$ cat src/rtl/cm0_dbg_ap_pkg.sv
// Shared definitions for the debug access port: register selects, CSW layout,
// transfer size codes, HTRANS codes and the transfer FSM encoding.
package cm0_dbg_ap_pkg;

    localparam int unsigned DATA_W = 32;

    localparam logic [2:0] REG_CSW = 3'd0;
    localparam logic [2:0] REG_TAR = 3'd1;
    localparam logic [2:0] REG_RSV = 3'd2;
    localparam logic [2:0] REG_DRW = 3'd3;

    localparam int unsigned CSW_SIZE_LSB = 0;
    localparam int unsigned CSW_INC_LSB  = 4;
    localparam int unsigned CSW_ERR_BIT  = 6;
    localparam int unsigned CSW_BUSY_BIT = 7;
    localparam logic [DATA_W-1:0] CSW_RESET = 32'h0000_0002;

    localparam logic [1:0] SIZE_BYTE = 2'd0;
    localparam logic [1:0] SIZE_HALF = 2'd1;
    localparam logic [1:0] SIZE_WORD = 2'd2;
    localparam logic [1:0] SIZE_RSV  = 2'd3;

    localparam logic [1:0] INC_SINGLE = 2'b01;

    localparam logic [1:0] HTRANS_IDLE   = 2'b00;
    localparam logic [1:0] HTRANS_NONSEQ = 2'b10;

    typedef enum logic [1:0] {
        ST_IDLE = 2'd0,
        ST_ADDR = 2'd1,
        ST_DATA = 2'd2,
        ST_RESP = 2'd3
    } state_e;

endpackage

$ cat src/rtl/cm0_dbg_ap_tar.sv
// Transfer address register with size-based auto-increment that wraps inside
// a 2^TAR_WRAP_BITS-byte region; bits above the region are never touched.
module cm0_dbg_ap_tar
    import cm0_dbg_ap_pkg::*;
#(
    parameter int unsigned TAR_WRAP_BITS = 10
) (
    input  logic              dclk,
    input  logic              dbg_reset,
    input  logic              wr_en,
    input  logic [DATA_W-1:0] wr_data,
    input  logic              inc_en,
    input  logic [1:0]        inc_size,
    output logic [DATA_W-1:0] tar_o
);

    localparam logic [DATA_W-1:0] WRAP_MASK = (TAR_WRAP_BITS >= DATA_W) ? '1 :
        DATA_W'((64'd1 << TAR_WRAP_BITS) - 64'd1);

    logic [DATA_W-1:0] tar_q, tar_d;
    logic [DATA_W-1:0] incr;
    logic [DATA_W-1:0] sum;

    always_comb begin
        incr  = DATA_W'(1) << inc_size;
        sum   = tar_q + incr;
        tar_d = tar_q;
        if (wr_en) begin
            tar_d = wr_data;
        end else if (inc_en) begin
            tar_d = (tar_q & ~WRAP_MASK) | (sum & WRAP_MASK);
        end
    end

    always_ff @(posedge dclk) begin
        if (dbg_reset) begin
            tar_q <= '0;
        end else begin
            tar_q <= tar_d;
        end
    end

    assign tar_o = tar_q;

endmodule

$ cat src/rtl/cm0_dbg_ap.sv
// Debug access port: CSW/TAR/DRW (and banked BD0-BD3 when CM0_DBG_AP_BD_EN is
// defined) bridging DP register accesses onto a single-outstanding SLV bus.
module cm0_dbg_ap
    import cm0_dbg_ap_pkg::*;
#(
    parameter int unsigned DBG           = 1,
    parameter int unsigned TAR_WRAP_BITS = 10
) (
    input  logic              dclk,
    input  logic              dbg_reset,
    input  logic              ap_req_i,
    input  logic              ap_write_i,
    input  logic [2:0]        ap_addr_i,
    input  logic [DATA_W-1:0] ap_wdata_i,
    output logic              ap_ack_o,
    output logic [DATA_W-1:0] ap_rdata_o,
    output logic              ap_err_o,
    output logic [1:0]        slv_trans_o,
    output logic [DATA_W-1:0] slv_addr_o,
    output logic [1:0]        slv_size_o,
    output logic              slv_write_o,
    output logic [DATA_W-1:0] slv_wdata_o,
    input  logic [DATA_W-1:0] slv_rdata_i,
    input  logic              slv_ready_i,
    input  logic              slv_resp_i
);

`ifdef CM0_DBG_AP_BD_EN
    localparam bit BD_EN = 1'b1;
`else
    localparam bit BD_EN = 1'b0;
`endif

    if (DBG != 0) begin : g_core
        state_e            state_q, state_d;
        logic              ack_q, ack_d;
        logic              err_q, err_d;
        logic [DATA_W-1:0] rdata_q, rdata_d;
        logic [1:0]        trans_q, trans_d;
        logic [DATA_W-1:0] addr_q, addr_d;
        logic [1:0]        size_q, size_d;
        logic              write_q, write_d;
        logic [DATA_W-1:0] wdata_q, wdata_d;
        logic [DATA_W-1:0] hold_q, hold_d;
        logic              is_bd_q, is_bd_d;
        logic [1:0]        csw_size_q, csw_size_d;
        logic [1:0]        csw_inc_q, csw_inc_d;
        logic              csw_err_q, csw_err_d;
        logic              tar_wr, tar_inc;
        logic [DATA_W-1:0] tar;
        logic [DATA_W-1:0] csw_rd;
        logic              sel_bd, sel_xfer;

        cm0_dbg_ap_tar #(.TAR_WRAP_BITS(TAR_WRAP_BITS)) u_tar (
            .dclk      (dclk),
            .dbg_reset (dbg_reset),
            .wr_en     (tar_wr),
            .wr_data   (ap_wdata_i),
            .inc_en    (tar_inc),
            .inc_size  (csw_size_q),
            .tar_o     (tar)
        );

        always_comb begin
            csw_rd = '0;
            csw_rd[CSW_SIZE_LSB +: 2] = csw_size_q;
            csw_rd[CSW_INC_LSB +: 2]  = csw_inc_q;
            csw_rd[CSW_ERR_BIT]       = csw_err_q;
            csw_rd[CSW_BUSY_BIT]      = (state_q != ST_IDLE);
        end

        assign sel_bd   = BD_EN && ap_addr_i[2];
        assign sel_xfer = (ap_addr_i == REG_DRW) || sel_bd;

        // Next-state and registered-output logic for the transfer FSM.
        always_comb begin
            state_d    = state_q;
            ack_d      = 1'b0;
            err_d      = 1'b0;
            rdata_d    = '0;
            trans_d    = HTRANS_IDLE;
            addr_d     = addr_q;
            size_d     = size_q;
            write_d    = write_q;
            wdata_d    = '0;
            hold_d     = hold_q;
            is_bd_d    = is_bd_q;
            csw_size_d = csw_size_q;
            csw_inc_d  = csw_inc_q;
            csw_err_d  = csw_err_q;
            tar_wr     = 1'b0;
            tar_inc    = 1'b0;

            unique case (state_q)
                ST_IDLE: begin
                    // ack_q blocks re-accepting a request still held during its own ack.
                    if (ap_req_i && !ack_q) begin
                        ack_d = 1'b1;
                        if (sel_xfer) begin
                            if (csw_size_q == SIZE_RSV) begin
                                err_d     = 1'b1;
                                csw_err_d = 1'b1;
                            end else begin
                                ack_d   = 1'b0;
                                state_d = ST_ADDR;
                                trans_d = HTRANS_NONSEQ;
                                addr_d  = sel_bd ? {tar[DATA_W-1:4], ap_addr_i[1:0], 2'b00} : tar;
                                size_d  = sel_bd ? SIZE_WORD : csw_size_q;
                                write_d = ap_write_i;
                                hold_d  = ap_wdata_i;
                                is_bd_d = sel_bd;
                            end
                        end else begin
                            case (ap_addr_i)
                                REG_CSW: begin
                                    if (ap_write_i) begin
                                        csw_size_d = ap_wdata_i[CSW_SIZE_LSB +: 2];
                                        csw_inc_d  = ap_wdata_i[CSW_INC_LSB +: 2];
                                        if (ap_wdata_i[CSW_ERR_BIT]) begin
                                            csw_err_d = 1'b0;
                                        end
                                    end else begin
                                        rdata_d = csw_rd;
                                    end
                                end
                                REG_TAR: begin
                                    if (ap_write_i) begin
                                        tar_wr = 1'b1;
                                    end else begin
                                        rdata_d = tar;
                                    end
                                end
                                default: ;
                            endcase
                        end
                    end
                end
                ST_ADDR: begin
                    if (slv_ready_i) begin
                        state_d = ST_DATA;
                        wdata_d = write_q ? hold_q : '0;
                    end else begin
                        trans_d = HTRANS_NONSEQ;
                    end
                end
                ST_DATA: begin
                    wdata_d = wdata_q;
                    if (slv_ready_i) begin
                        state_d = ST_RESP;
                        wdata_d = '0;
                        ack_d   = 1'b1;
                        err_d   = slv_resp_i;
                        rdata_d = write_q ? '0 : slv_rdata_i;
                        if (slv_resp_i) begin
                            csw_err_d = 1'b1;
                        end else if (!is_bd_q && csw_inc_q == INC_SINGLE) begin
                            tar_inc = 1'b1;
                        end
                    end
                end
                ST_RESP: begin
                    state_d = ST_IDLE;
                end
            endcase
        end

        always_ff @(posedge dclk) begin
            if (dbg_reset) begin
                state_q    <= ST_IDLE;
                ack_q      <= 1'b0;
                err_q      <= 1'b0;
                rdata_q    <= '0;
                trans_q    <= HTRANS_IDLE;
                addr_q     <= '0;
                size_q     <= '0;
                write_q    <= 1'b0;
                wdata_q    <= '0;
                hold_q     <= '0;
                is_bd_q    <= 1'b0;
                csw_size_q <= CSW_RESET[CSW_SIZE_LSB +: 2];
                csw_inc_q  <= CSW_RESET[CSW_INC_LSB +: 2];
                csw_err_q  <= CSW_RESET[CSW_ERR_BIT];
            end else begin
                state_q    <= state_d;
                ack_q      <= ack_d;
                err_q      <= err_d;
                rdata_q    <= rdata_d;
                trans_q    <= trans_d;
                addr_q     <= addr_d;
                size_q     <= size_d;
                write_q    <= write_d;
                wdata_q    <= wdata_d;
                hold_q     <= hold_d;
                is_bd_q    <= is_bd_d;
                csw_size_q <= csw_size_d;
                csw_inc_q  <= csw_inc_d;
                csw_err_q  <= csw_err_d;
            end
        end

        assign ap_ack_o    = ack_q;
        assign ap_err_o    = err_q;
        assign ap_rdata_o  = rdata_q;
        assign slv_trans_o = trans_q;
        assign slv_addr_o  = addr_q;
        assign slv_size_o  = size_q;
        assign slv_write_o = write_q;
        assign slv_wdata_o = wdata_q;
    end else begin : g_stub
        // Block absent: acknowledge every request after one cycle, drive nothing else.
        logic ack_q, ack_d;

        assign ack_d = ap_req_i && !ack_q;

        always_ff @(posedge dclk) begin
            if (dbg_reset) begin
                ack_q <= 1'b0;
            end else begin
                ack_q <= ack_d;
            end
        end

        assign ap_ack_o    = ack_q;
        assign ap_err_o    = 1'b0;
        assign ap_rdata_o  = '0;
        assign slv_trans_o = HTRANS_IDLE;
        assign slv_addr_o  = '0;
        assign slv_size_o  = '0;
        assign slv_write_o = 1'b0;
        assign slv_wdata_o = '0;
    end

endmodule

$ cat config.mk
export PLATFORM = sky130hd
export DESIGN_NAME = cm0_dbg_ap
export DESIGN_NICKNAME = d
export VERILOG_FILES = /design/src/rtl/cm0_dbg_ap_pkg.sv /design/src/rtl/cm0_dbg_ap_tar.sv /design/src/rtl/cm0_dbg_ap.sv
export SDC_FILE = /design/constraint.sdc
export NUM_CORES = 1
export LEC_CHECK = 0
export ABC_AREA = 1
export BUFFER_PORTS_ARGS = -buffer_cell sky130_fd_sc_hd__buf_4
export CAP_MARGIN = 25
export CORE_ASPECT_RATIO = 1.75
export CORE_MARGIN = 5
export CORE_UTILIZATION = 52
export DETAILED_ROUTE_END_ITERATION = 8
export HOLD_SLACK_MARGIN = 0.02
export PLACE_DENSITY = 0.79
export SLEW_MARGIN = 30
export SYNTH_ARGS = -nofsm -noshare
export SYNTH_HDL_FRONTEND = slang
export SYNTH_SLANG_ARGS = --single-unit
$ cat constraint.sdc
create_clock -name dclk -period 2.4 [get_ports dclk]
set_input_delay 0.48 -clock dclk [delete_from_list [all_inputs] [get_ports dclk]]
set_output_delay 0.48 -clock dclk [all_outputs]
set_load 0.01 [all_outputs]
==> run summary <==
status: finished clean
Synth Area in XOR/XNOR: 0.00392
Layout area overhead: 29.7%
post-cts sizing count: 0
via-per-instance ratio: 5.21
final setup fails: 0
worst hold path class: primary input to register
Final Hold Fails: 0
gr usage total: 0.270
Filler cells: 1168
Core Area: 0.0128 mm^2
post-route clock period utilization: 0.889
pin count of the biggest net entering global routing: 78
Synth cell types: 32
Crit Path Class: register to register
fin area: 0.00870 mm^2
cts bufs inserted: 17
die width: 95.8 um
Simple-Gate Fraction of Synth Area: 0.242
Post-Syn Instances: 893
Max rail drop VDD: 531 uV
Detail Route Antenna Nets: 0
clk root buf: clkbuf_16
IO Port Bufs: 174
crit path max-delay cell type: o21ai_0
CP dominant cell by count: nor2_1
Detailed Route WL: 20.4 mm
CTS clock-pin slew for the worst setup and hold paths: 0.07 ns
CTS tree: built
commonest cells after routing, fill and taps aside: nand2_1, buf_4, nor2_1
Slew Limit Headroom: 0.605
Pleak: 3.99 nW
Diodes inserted: 0
Worst-Skew Late Latency: 0.43 ns
total power: 0.00693 W
Synth Cell Area: 0.00671 mm^2
Die Area: 0.0154 mm^2
first-pass iteration count of the detailed router: 6
pwr dens: 796 mW/mm^2
Synth Area per Inst: 7.51 um^2
chip height: 160 um
post-synthesis mux area share: 0
RSZ-0062 raised after global routing: no
first-pass GRT wire length: 31.9 mm
storage element area: 0.00346 mm^2
Synth warnings: 0
Post-route DRC: 0
Max Clk Rate: 469 MHz
Setup crit end kind: register
main combinational cell family by area after synthesis: simple AND/OR/NAND/NOR gates
Worst Max-Slew Pin Slew: 0.591 ns
number of global-route vias before repair: 6310
post-route insts no fill: 1228
skew final: 0.0121 ns
Ports: 176
Critical Path RT: 2.71 ns
post-synthesis register bit count: 173
# Max-Cap Violations: 0
Row Count: 55
post-synthesis sequential area ratio: 0.517
CP Launch Type: register
Final Max Tran Viols: 0
area of the multi-input gates: 0.00276 mm^2
Critical Path, Cell by Cell: nor2_1 -> ha_1 -> inv_1 -> fa_1 -> o21ai_0 -> nand3_1 -> nand2_1 -> nor2_1 -> nor2_1 -> nor2_1
cell area after placement: 0.00808 mm^2
Starting Density: 0.524
most common cell after layout, fill and taps aside: nand2_1
Min Hold Slack: 0.284 ns
initial DRC count: 354
Final min period: 2.13 ns
Max stage delay on crit path: 0.47 ns
Setup Total Neg Slack: 0 ns
CP arrival: 2.44 ns
crit path max fanout: 5
compound-cell area share of the yosys netlist: 0.149
postcts setup bufs: 0
CTS max path bufs: 2
Synth Area in Adders: 0.0160
layout cell share with drive strength beyond 1: 0.223
H-tree Lvls: 4
kind of cell adding the most delay to the critical path: adder cells
Placer Congestion: 1.03
HPWL Detailed: 14.3 mm
Buf+Inv Stages, Crit Path: 1
initial antenna violation count: 0
TritonCTS Sinks: 173
routed vias: 6399
drt wl/cell: 16.6 um
GRT Residual Overflow: 0
syn_nets: 974
cell count after placement: 1197
Final nets: 1126
CTS Hold Bufs: 0
==> per-layer routing <==
metal | track usage | share of wire | vias to the layer above
met4 | 0.170 | 0.059 | 0
li1 | - | - | 3154
met3 | 0.0485 | 0.061 | 68
met2 | 0.478 | 0.52 | 276
met1 | 0.284 | 0.36 | 2901
met5 | 0 | 0 | -
==> stage by stage <==
| stage | util | worst slack (ns) |
|---|---|---|
| final | 0.679 | 0.267 |
| after global routing | 0.679 | 0.0825 |
| after CTS | 0.679 | 0.290 |
| after detailed placement | 0.631 | 0.294 |
| after global placement | 0.631 | 0.389 |
| after floorplan | - | 0.523 |
==> sequential cells by signal, summed over array words and instances, names as in the netlist <==
register / count
ap_rdata_o: 32
g_core.hold_q: 32
g_core.u_tar.tar_o: 32
slv_addr_o: 32
slv_wdata_o: 32
g_core.csw_inc_q: 2
g_core.csw_size_q: 2
g_core.state_q: 2
slv_size_o: 2
ap_ack_o: 1
ap_err_o: 1
g_core.csw_err_q: 1
slv_trans_o: 1
slv_write_o: 1
==> path summary, 6_finish.rpt <==
| kind | startpoint | endpoint | slack (ns) | depth (start not counted) |
|---|---|---|---|---|
| max | g_core.csw_size_q[1] | g_core.u_tar.tar_o[6] | 0.27 | 10 |
| max reg2reg | g_core.csw_size_q[1] | g_core.u_tar.tar_o[6] | 0.27 | 10 |
| min | ap_wdata_i[27] | g_core.hold_q[27] | 0.28 | 3 |
| min reg2reg | g_core.hold_q[6] | slv_wdata_o[6] | 0.46 | 2 |
==> power breakdown <==
group	internal, W	leakage [nW]	switching (W)	total (W)
combinational	0.000353	2.30	0.000581	0.000934
clock	0.00175	0.298	0.00116	0.00291
sequential	0.00301	1.40	0.0000754	0.00308
==> cell usage after synthesis <==
cell type | instances | area [um^2]
and3_1 | 1 | 6.26
o21ai_1 | 27 | 135
a21oi_1 | 88 | 440
xnor2_1 | 2 | 17.5
conb_1 | 1 | 3.75
buf_4 | 4 | 30.0
buf_1 | 2 | 7.51
nor2_4 | 1 | 11.3
nand3_1 | 22 | 110
fa_1 | 1 | 20.0
xor2_1 | 1 | 8.76
nand3_2 | 1 | 10.0
o21ai_0 | 76 | 380
nand2_2 | 1 | 6.26
a21oi_2 | 1 | 8.76
nand4_1 | 5 | 31.3
dfxtp_1 | 173 | 3460
buf_6 | 8 | 90.1
nand2_1 | 191 | 717
nor2_8 | 1 | 20.0
inv_2 | 7 | 26.3
buf_2 | 14 | 70.1
clkbuf_1 | 25 | 93.8
o22ai_1 | 4 | 25.0
a21o_1 | 1 | 7.51
or2_2 | 1 | 6.26
nor3_2 | 1 | 10.0
nor2_2 | 4 | 25.0
nor3_1 | 2 | 10.0
nor2_1 | 175 | 657
inv_1 | 45 | 169
ha_1 | 7 | 87.6
==> cell type report <==
type / count / share of cell area
sequential: 173 / 0.398
clock buffer: 18 / 0.0493
timing repair buffer: 186 / 0.166
multi-input combinational: 615 / 0.317
inverter: 52 / 0.0224
tap: 171 / 0.0246
clock inverter: 13 / 0.0220
==> kinds of logic (layout without fill, tap and decap cells) <==
family / after synthesis / count (layout)
AO/OA/AOI/OAI: 197 / 197
other: 1 / 1
XOR/XNOR: 3 / 3
flip-flops: 173 / 173
AND/OR/NAND/NOR: 406 / 406
buffers and inverters: 105 / 269
adder cells (fa/ha/maj): 8 / 8
==> tightest hold or removal path: cells and delay by family <==
kind	cells	cell delay [ns]
buffers and inverters	1	0.08
and+or+nand+nor	2	0.11
(Power assumes the default switching activity.)
